`config.mk`:
```
export PLATFORM = sky130hd
export DESIGN_NAME = serial_adder
export DESIGN_NICKNAME = d
export VERILOG_FILES = /design/src/rtl/serial_adder_pkg.sv /design/src/rtl/serial_adder_fa_cell.sv /design/src/rtl/serial_adder.sv
export SDC_FILE = /design/constraint.sdc
export NUM_CORES = 1
export LEC_CHECK = 0
export BUFFER_PORTS_ARGS = -buffer_cell sky130_fd_sc_hd__buf_2
export CAP_MARGIN = 30
export CORE_ASPECT_RATIO = 0.8
export CORE_MARGIN = 2
export CORE_UTILIZATION = 54
export CTS_BUF_LIST = sky130_fd_sc_hd__clkbuf_2 sky130_fd_sc_hd__clkbuf_4 sky130_fd_sc_hd__clkbuf_8
export DETAILED_ROUTE_END_ITERATION = 8
export GPL_ROUTABILITY_DRIVEN = 0
export PLACE_DENSITY = 0.78
export SLEW_MARGIN = 20
export SYNTH_ARGS = -nofsm -noshare
export SYNTH_HDL_FRONTEND = slang
export SYNTH_SLANG_ARGS = --single-unit
```
`constraint.sdc`:
```
create_clock -name clk -period 2.85 [get_ports clk]
set_input_delay 0.4275 -clock clk [delete_from_list [all_inputs] [get_ports clk]]
set_output_delay 0.4275 -clock clk [all_outputs]
set_load 0.02 [all_outputs]
```
`src/rtl/serial_adder_pkg.sv`:
```
// Shared types and constants for the bit-serial adder: FSM state encoding,
// default operand width and the counter-width helper.
package serial_adder_pkg;

    typedef enum logic [1:0] {
        IDLE = 2'd0,
        RUN  = 2'd1,
        DONE = 2'd2
    } state_e;

    localparam int DEFAULT_WIDTH = 8;

    // Bits needed to count 0..value-1, never less than one.
    function automatic int clog2(input int value);
        int r;
        r = 1;
        for (int i = 1; i < 32; i++) begin
            if (((value - 1) >> i) != 0) begin
                r = i + 1;
            end
        end
        return r;
    endfunction

endpackage

```
`src/rtl/serial_adder_fa_cell.sv`:
```
// Purely combinational 1-bit full adder cell, the only arithmetic element
// of the serial adder.
module fa_cell (
    input  logic a,
    input  logic b,
    input  logic ci,
    output logic s,
    output logic co
);

    assign s  = a ^ b ^ ci;
    assign co = (a & b) | (ci & (a ^ b));

endmodule

```
`src/rtl/serial_adder.sv`:
```
// Bit-serial adder: feeds one operand bit pair per cycle, LSB first, through a
// single full-adder cell. Optional signed-overflow output under SERIAL_ADD_OVF_EN.
module serial_adder
    import serial_adder_pkg::*;
#(
    parameter int WIDTH = DEFAULT_WIDTH
) (
    input  logic             clk,
    input  logic             rst_n,
    input  logic             start,
    input  logic [WIDTH-1:0] a,
    input  logic [WIDTH-1:0] b,
    input  logic             cin,
    output logic             busy,
    output logic             done,
    output logic [WIDTH-1:0] sum,
    output logic             cout
`ifdef SERIAL_ADD_OVF_EN
    ,
    output logic             ovf
`endif
);

    localparam int CNT_W = clog2(WIDTH);

    state_e             state_q, state_d;
    logic [WIDTH-1:0]   a_sr_q, a_sr_d;
    logic [WIDTH-1:0]   b_sr_q, b_sr_d;
    logic [WIDTH-1:0]   psum_q, psum_d;
    logic [WIDTH-1:0]   sum_q, sum_d;
    logic [CNT_W-1:0]   cnt_q, cnt_d;
    logic               c_q, c_d;
    logic               cout_q, cout_d;
    logic               fa_s, fa_co;
    logic               last_bit;
`ifdef SERIAL_ADD_OVF_EN
    logic               ovf_q, ovf_d;
`endif

    fa_cell u_fa (
        .a  (a_sr_q[0]),
        .b  (b_sr_q[0]),
        .ci (c_q),
        .s  (fa_s),
        .co (fa_co)
    );

    assign last_bit = (cnt_q == CNT_W'(WIDTH - 1));

    always_comb begin
        state_d = state_q;
        a_sr_d  = a_sr_q;
        b_sr_d  = b_sr_q;
        psum_d  = psum_q;
        sum_d   = sum_q;
        cnt_d   = cnt_q;
        c_d     = c_q;
        cout_d  = cout_q;
`ifdef SERIAL_ADD_OVF_EN
        ovf_d   = ovf_q;
`endif
        case (state_q)
            IDLE: begin
                if (start) begin
                    a_sr_d  = a;
                    b_sr_d  = b;
                    c_d     = cin;
                    cnt_d   = '0;
                    psum_d  = '0;
                    state_d = RUN;
                end
            end
            RUN: begin
                // Sum bit enters at the MSB, so after WIDTH shifts bit 0 is the LSB.
                psum_d = WIDTH'({fa_s, psum_q} >> 1);
                a_sr_d = a_sr_q >> 1;
                b_sr_d = b_sr_q >> 1;
                c_d    = fa_co;
                cnt_d  = cnt_q + CNT_W'(1);
                if (last_bit) begin
                    sum_d   = psum_d;
                    cout_d  = fa_co;
                    cnt_d   = '0;
`ifdef SERIAL_ADD_OVF_EN
                    // c_q is the carry into the MSB during the final bit.
                    ovf_d   = c_q ^ fa_co;
`endif
                    state_d = DONE;
                end
            end
            DONE: begin
                state_d = IDLE;
            end
            default: begin
                state_d = IDLE;
            end
        endcase
    end

    always_ff @(posedge clk or negedge rst_n) begin
        if (!rst_n) begin
            state_q <= IDLE;
            a_sr_q  <= '0;
            b_sr_q  <= '0;
            psum_q  <= '0;
            sum_q   <= '0;
            cnt_q   <= '0;
            c_q     <= 1'b0;
            cout_q  <= 1'b0;
        end else begin
            state_q <= state_d;
            a_sr_q  <= a_sr_d;
            b_sr_q  <= b_sr_d;
            psum_q  <= psum_d;
            sum_q   <= sum_d;
            cnt_q   <= cnt_d;
            c_q     <= c_d;
            cout_q  <= cout_d;
        end
    end

`ifdef SERIAL_ADD_OVF_EN
    always_ff @(posedge clk or negedge rst_n) begin
        if (!rst_n) begin
            ovf_q <= 1'b0;
        end else begin
            ovf_q <= ovf_d;
        end
    end

    assign ovf = ovf_q;
`endif

    assign busy = (state_q != IDLE);
    assign done = (state_q == DONE);
    assign sum  = sum_q;
    assign cout = cout_q;

endmodule

```
Yosys cells after proc, flatten, opt, wreduce, memory -nomap -nowiden
Index checks and enable logic that the tools add are counted.
- bits in registers: 39
- input port bits: 20
- output and inout bits: 11
- logic and storage cells: 39
- add/subtract/negate cells: 1
- equality and inequality tests: 5
- muxes and demuxes: 14
- bitwise gates (word level): 5
- reduce and logical (&&, ||, !) cells: 6
- operators with widths (cell ; number):
    one-hot mux 8 bit (2 select lines) ; 3
    two-way mux 8 bit ; 3
    two-way mux 3 bit ; 2
    one-hot mux 3 bit (2 select lines) ; 1
    AND reduction 2 bit ; 3
    two-way mux 2 bit ; 2
    != test 2 bit (second input constant) ; 2
    one-hot mux 2 bit (2 select lines) ; 1
    nonzero test 2 bit ; 2
    adder 3 x 1 -> 3 bit (second input constant) ; 1
    equality test 3 bit (second input constant) ; 1
    bitwise AND 1 bit ; 2
    equality test 2 x 1 -> 1 bit (second input constant) ; 1
    equality test 2 bit (second input constant) ; 1
    zero test 2 bit ; 1
    one-hot mux 1 bit (2 select lines) ; 1
    bitwise XOR 1 bit ; 2
    two-way mux 1 bit ; 1
    OR 1 bit ; 1

Depth between registers and ports, before layout
- depth after elaboration: 4
- gate-level depth with buffers: 5

Modules after synthesis
A second synthesis with hierarchy kept.
- cells, all modules: 150
- area, all modules: 1836.8 um^2
- modules (own cells, without submodules) (module ; instances ; cells an instance ; area each (um^2) ; sequential area each (um^2)):
    serial_adder ; 1 ; 149 ; 1816.7 ; 950.9
    fa_cell ; 1 ; 1 ; 20.0 ; 0.0

Worst setup path after synthesis
No wires, ideal clock.
- path kind: register -> register
- from: register cnt_q[0]
- to: register cout_q, in the netlist cout
- library setup time: 125 ps
- arrival time: 1363 ps
- setup slack: 1362 ps
- cell stages (with the launch flop): 6
- buffers on the path: 1
- cell sequence: dfrtp_1 -> ha_1 -> ha_1 -> nand3b_1 -> buf_2 -> mux2_2
- cells in the longest elaborated chain, start to end: 2
- ends and longest elaborated chain (what ; RTL line ; RTL):
    from (decl) ; serial_adder.sv:31 ; logic [CNT_W-1:0] cnt_q, cnt_d;
    from (signal assigned) ; serial_adder.sv:116 ; cnt_q <= cnt_d;
    equality test 3 bit ; serial_adder.sv:48 ; assign last_bit = (cnt_q == CNT_W'(WIDTH - 1));
    AND reduction 2 bit (no source line) ; -- ;
    to (signal assigned) ; serial_adder.sv:118 ; cout_q <= cout_d;
    to (decl) ; serial_adder.sv:33 ; logic cout_q, cout_d;
Every way passes these cells.
A chain may end at the register's enable or synchronous reset.

Worst setup path in the final report
- from: register state_q[0]
- to: output busy
- cells in the longest elaborated chain, start to end: 1
- ends and longest elaborated chain (what ; RTL line ; RTL):
    from (decl) ; serial_adder.sv:26 ; state_e state_q, state_d;
    from (signal assigned) ; serial_adder.sv:111 ; state_q <= state_d;
    nonzero test 2 bit ; serial_adder.sv:134 ; assign busy = (state_q != IDLE);
    to (decl) ; serial_adder.sv:14 ; output logic busy,
Every way passes these cells.

==> results.sh <==
export IMPL_status="completed"
export IMPL_wire_per_inst_um=15.8
export IMPL_report_final_hold_viol_count=0
export IMPL_maxCapViolCount=0
export IMPL_viasPerCell=5.90
export IMPL_worst_slew_pin_slew_ps=862
export IMPL_grt_pass1_vias=1094
export IMPL_cp_arrival_ps=1600
export IMPL_mostFrequentLayoutCell="dfrtp_1"
export IMPL_drt_iter0_markers=36
export IMPL_dpl_instance_area_um2=1870
export IMPL_cts_root_buf="clkbuf_8"
export IMPL_ant_nets=0
export IMPL_powerDensity_nw_per_um2=1070
export IMPL_clock_sinks=38
export IMPL_crit_type="reg -> out"
export IMPL_drcViolationCount=0
export IMPL_power_uw=2080
export IMPL_setup_viol=0
export IMPL_grt_usage=0.203
export IMPL_die_w_um=67.3
export IMPL_drt_pass1_iter_count=4
export IMPL_layout_drive_gt1_share=0.354
export IMPL_r2r_cells=2
export IMPL_ys_types=29
export IMPL_finalNetCount=184
export IMPL_max_freq_ghz=0.493
export IMPL_clkLatencyLatePin_ps=290
export IMPL_io_pins=31
export IMPL_setup_tns_ps=0
export IMPL_vias=1185
export IMPL_crit_path_start="state_q[0]"
export IMPL_dp_hpwl_um=2050
export IMPL_synth_area_um2=1730
export IMPL_portBuffers=30
export IMPL_p_leak_uw=0.000892
export IMPL_synth_edf_count=0
export IMPL_final_cell_mix="38 x dfrtp_1, 30 x buf_2, 10 x a22o_1"
export IMPL_ys_flop_type="dfrtp_1"
export IMPL_ys_async_sr_fraction=1.00
export IMPL_r2r_end="sum[7]"
export IMPL_critPathLaunchType="flip-flop"
export IMPL_post_cts_buffers=0
export IMPL_holdCritPathClass="in -> async"
export IMPL_syn_inst=135
export IMPL_rsz0062_at_grt="false"
export IMPL_ys_seq_area_frac=0.550
export IMPL_cts_clk_slew_worst_paths_ps=70
export IMPL_cts_buffers=5
export IMPL_fin_area_um2=1950
export IMPL_ir_drop_uv=441
export IMPL_finalCritPeriodShare=0.712
export IMPL_synth_area_per_cell_um2=12.8
export IMPL_grt_pass1_wl_um=5200
export IMPL_skew_ps=6.02
export IMPL_critPathRequiredTime_ps=2420
export IMPL_synthesis_nets=158
export IMPL_ys_seq_elements=38
export IMPL_setup_worst_path_end_class="output port"
export IMPL_grt_max_degree=39
export IMPL_area_growth_pct=12.6
export IMPL_hold_buffers=0
export IMPL_period_needed_ps=2030
export IMPL_cts_resized=0
export IMPL_max_clock_path_buffers=2
export IMPL_initial_core_util=0.565
export IMPL_drv_slew=0
export IMPL_yosysWarnings=0
export IMPL_die_y_um=54.6
export IMPL_path_max_fanout=33
export IMPL_worst_slew_margin_rel=0.425
export IMPL_placementRows=18
export IMPL_pre_cts_slack_ps=829
export IMPL_reg2reg_from="state_q[0]"
export IMPL_n_antenna_cell=0
export IMPL_cts_tree="yes"
export IMPL_grt_antenna_before_repair=0
export IMPL_rrSetupSlack_ps=830
export IMPL_drt_total_wl_um=3170
export IMPL_cts_max_level=2
export IMPL_finalWorstSetupSlack_ps=822
export IMPL_die_area_um2=3680
export IMPL_coreArea_um2=3060
export IMPL_grt_ovfl_total=0
-- worst max-delay path, cell delays in order (launching register included) --
cell and delay [ps]:
dfrtp_1 910, or2_1 230, buf_2 170
-- logic make-up (layout without fill, tap and decap cells) --
| logic type | count (synthesis) | in the layout | synth area share |
|---|---|---|---|
| buffers and inverters | 20 | 46 | 0.0550 |
| adders and majority gates | 3 | 3 | 0.0260 |
| AOI/OAI and AO/OA | 30 | 30 | 0.155 |
| DFF | 38 | 38 | 0.550 |
| muxes | 9 | 9 | 0.0586 |
| and+or+nand+nor | 35 | 35 | 0.155 |
-- sequential cells by signal, indices dropped and copies added (netlist names) --
name,count
b_sr_q,8
sum,8
cnt_q,3
psum_q,7
c_q,1
cout,1
a_sr_q,8
state_q,2
-- cell type report --
class	count	area, um2
Sequential cell	38	951
Tap cell	40	50.0
Fill cell	267	1110
Clock buffer	5	68.8
Inverter	9	33.8
Timing Repair Buffer	30	150
Multi-Input combinational cell	77	684
Clock inverter	2	10.0
-- power breakdown --
| part | leakage [uW] | internal, uW | switching, uW | total (uW) |
|---|---|---|---|---|
| Clock | 0.0000438 | 164 | 176 | 340 |
| Combinational | 0.000389 | 392 | 362 | 754 |
| Sequential | 0.000459 | 783 | 207 | 990 |
| Total | 0.000892 | 1340 | 746 | 2080 |
-- stage by stage --
| stage | hold WS (ps) | cells | utilization |
|---|---|---|---|
| 4_1_cts | 256 | 201 | 0.636 |
| 5_1_grt | 285 | 201 | 0.636 |
| 6_report | 224 | 201 | 0.636 |
| 3_5_place_dp | 489 | 194 | 0.610 |
| 2_1_floorplan | 132 | 135 | - |
| 3_3_place_gp | 477 | 194 | 0.610 |
-- synth_stat cells, types with 2 or more instances --
cell	number	area (um2)
a211oi_1	8	60.1
a22o_1	10	87.6
buf_2	6	30.0
clkbuf_1	2	7.51
dfrtp_1	38	951
ha_1	2	25.0
inv_1	9	33.8
mux2_2	9	101
nand2_1	3	11.3
nand2b_1	3	18.8
nor2b_1	2	12.5
nor3b_1	8	60.1
nor4b_1	8	70.1
o221a_2	7	78.8
or4b_1	6	60.1
-- worst max-delay path by stage --
stage               endpoint  cells after the start
CTS                   sum[6]                      2
global route          sum[4]                      2
global placement        cout                      2
detailed placement    sum[6]                      2
finish                  busy                      2
floorplan               cout                      5
-- metal layers --
layer / wire (um) / up-vias / GRT usage
li1: - / 565 / -
met3: 150 / 6 / 0.0802
met2: 1490 / 25 / 0.318
met1: 1500 / 589 / 0.264
met4: 37 / 0 / 0.0612
met5: 0 / - / 0
Power figures use the tool's default switching activity.
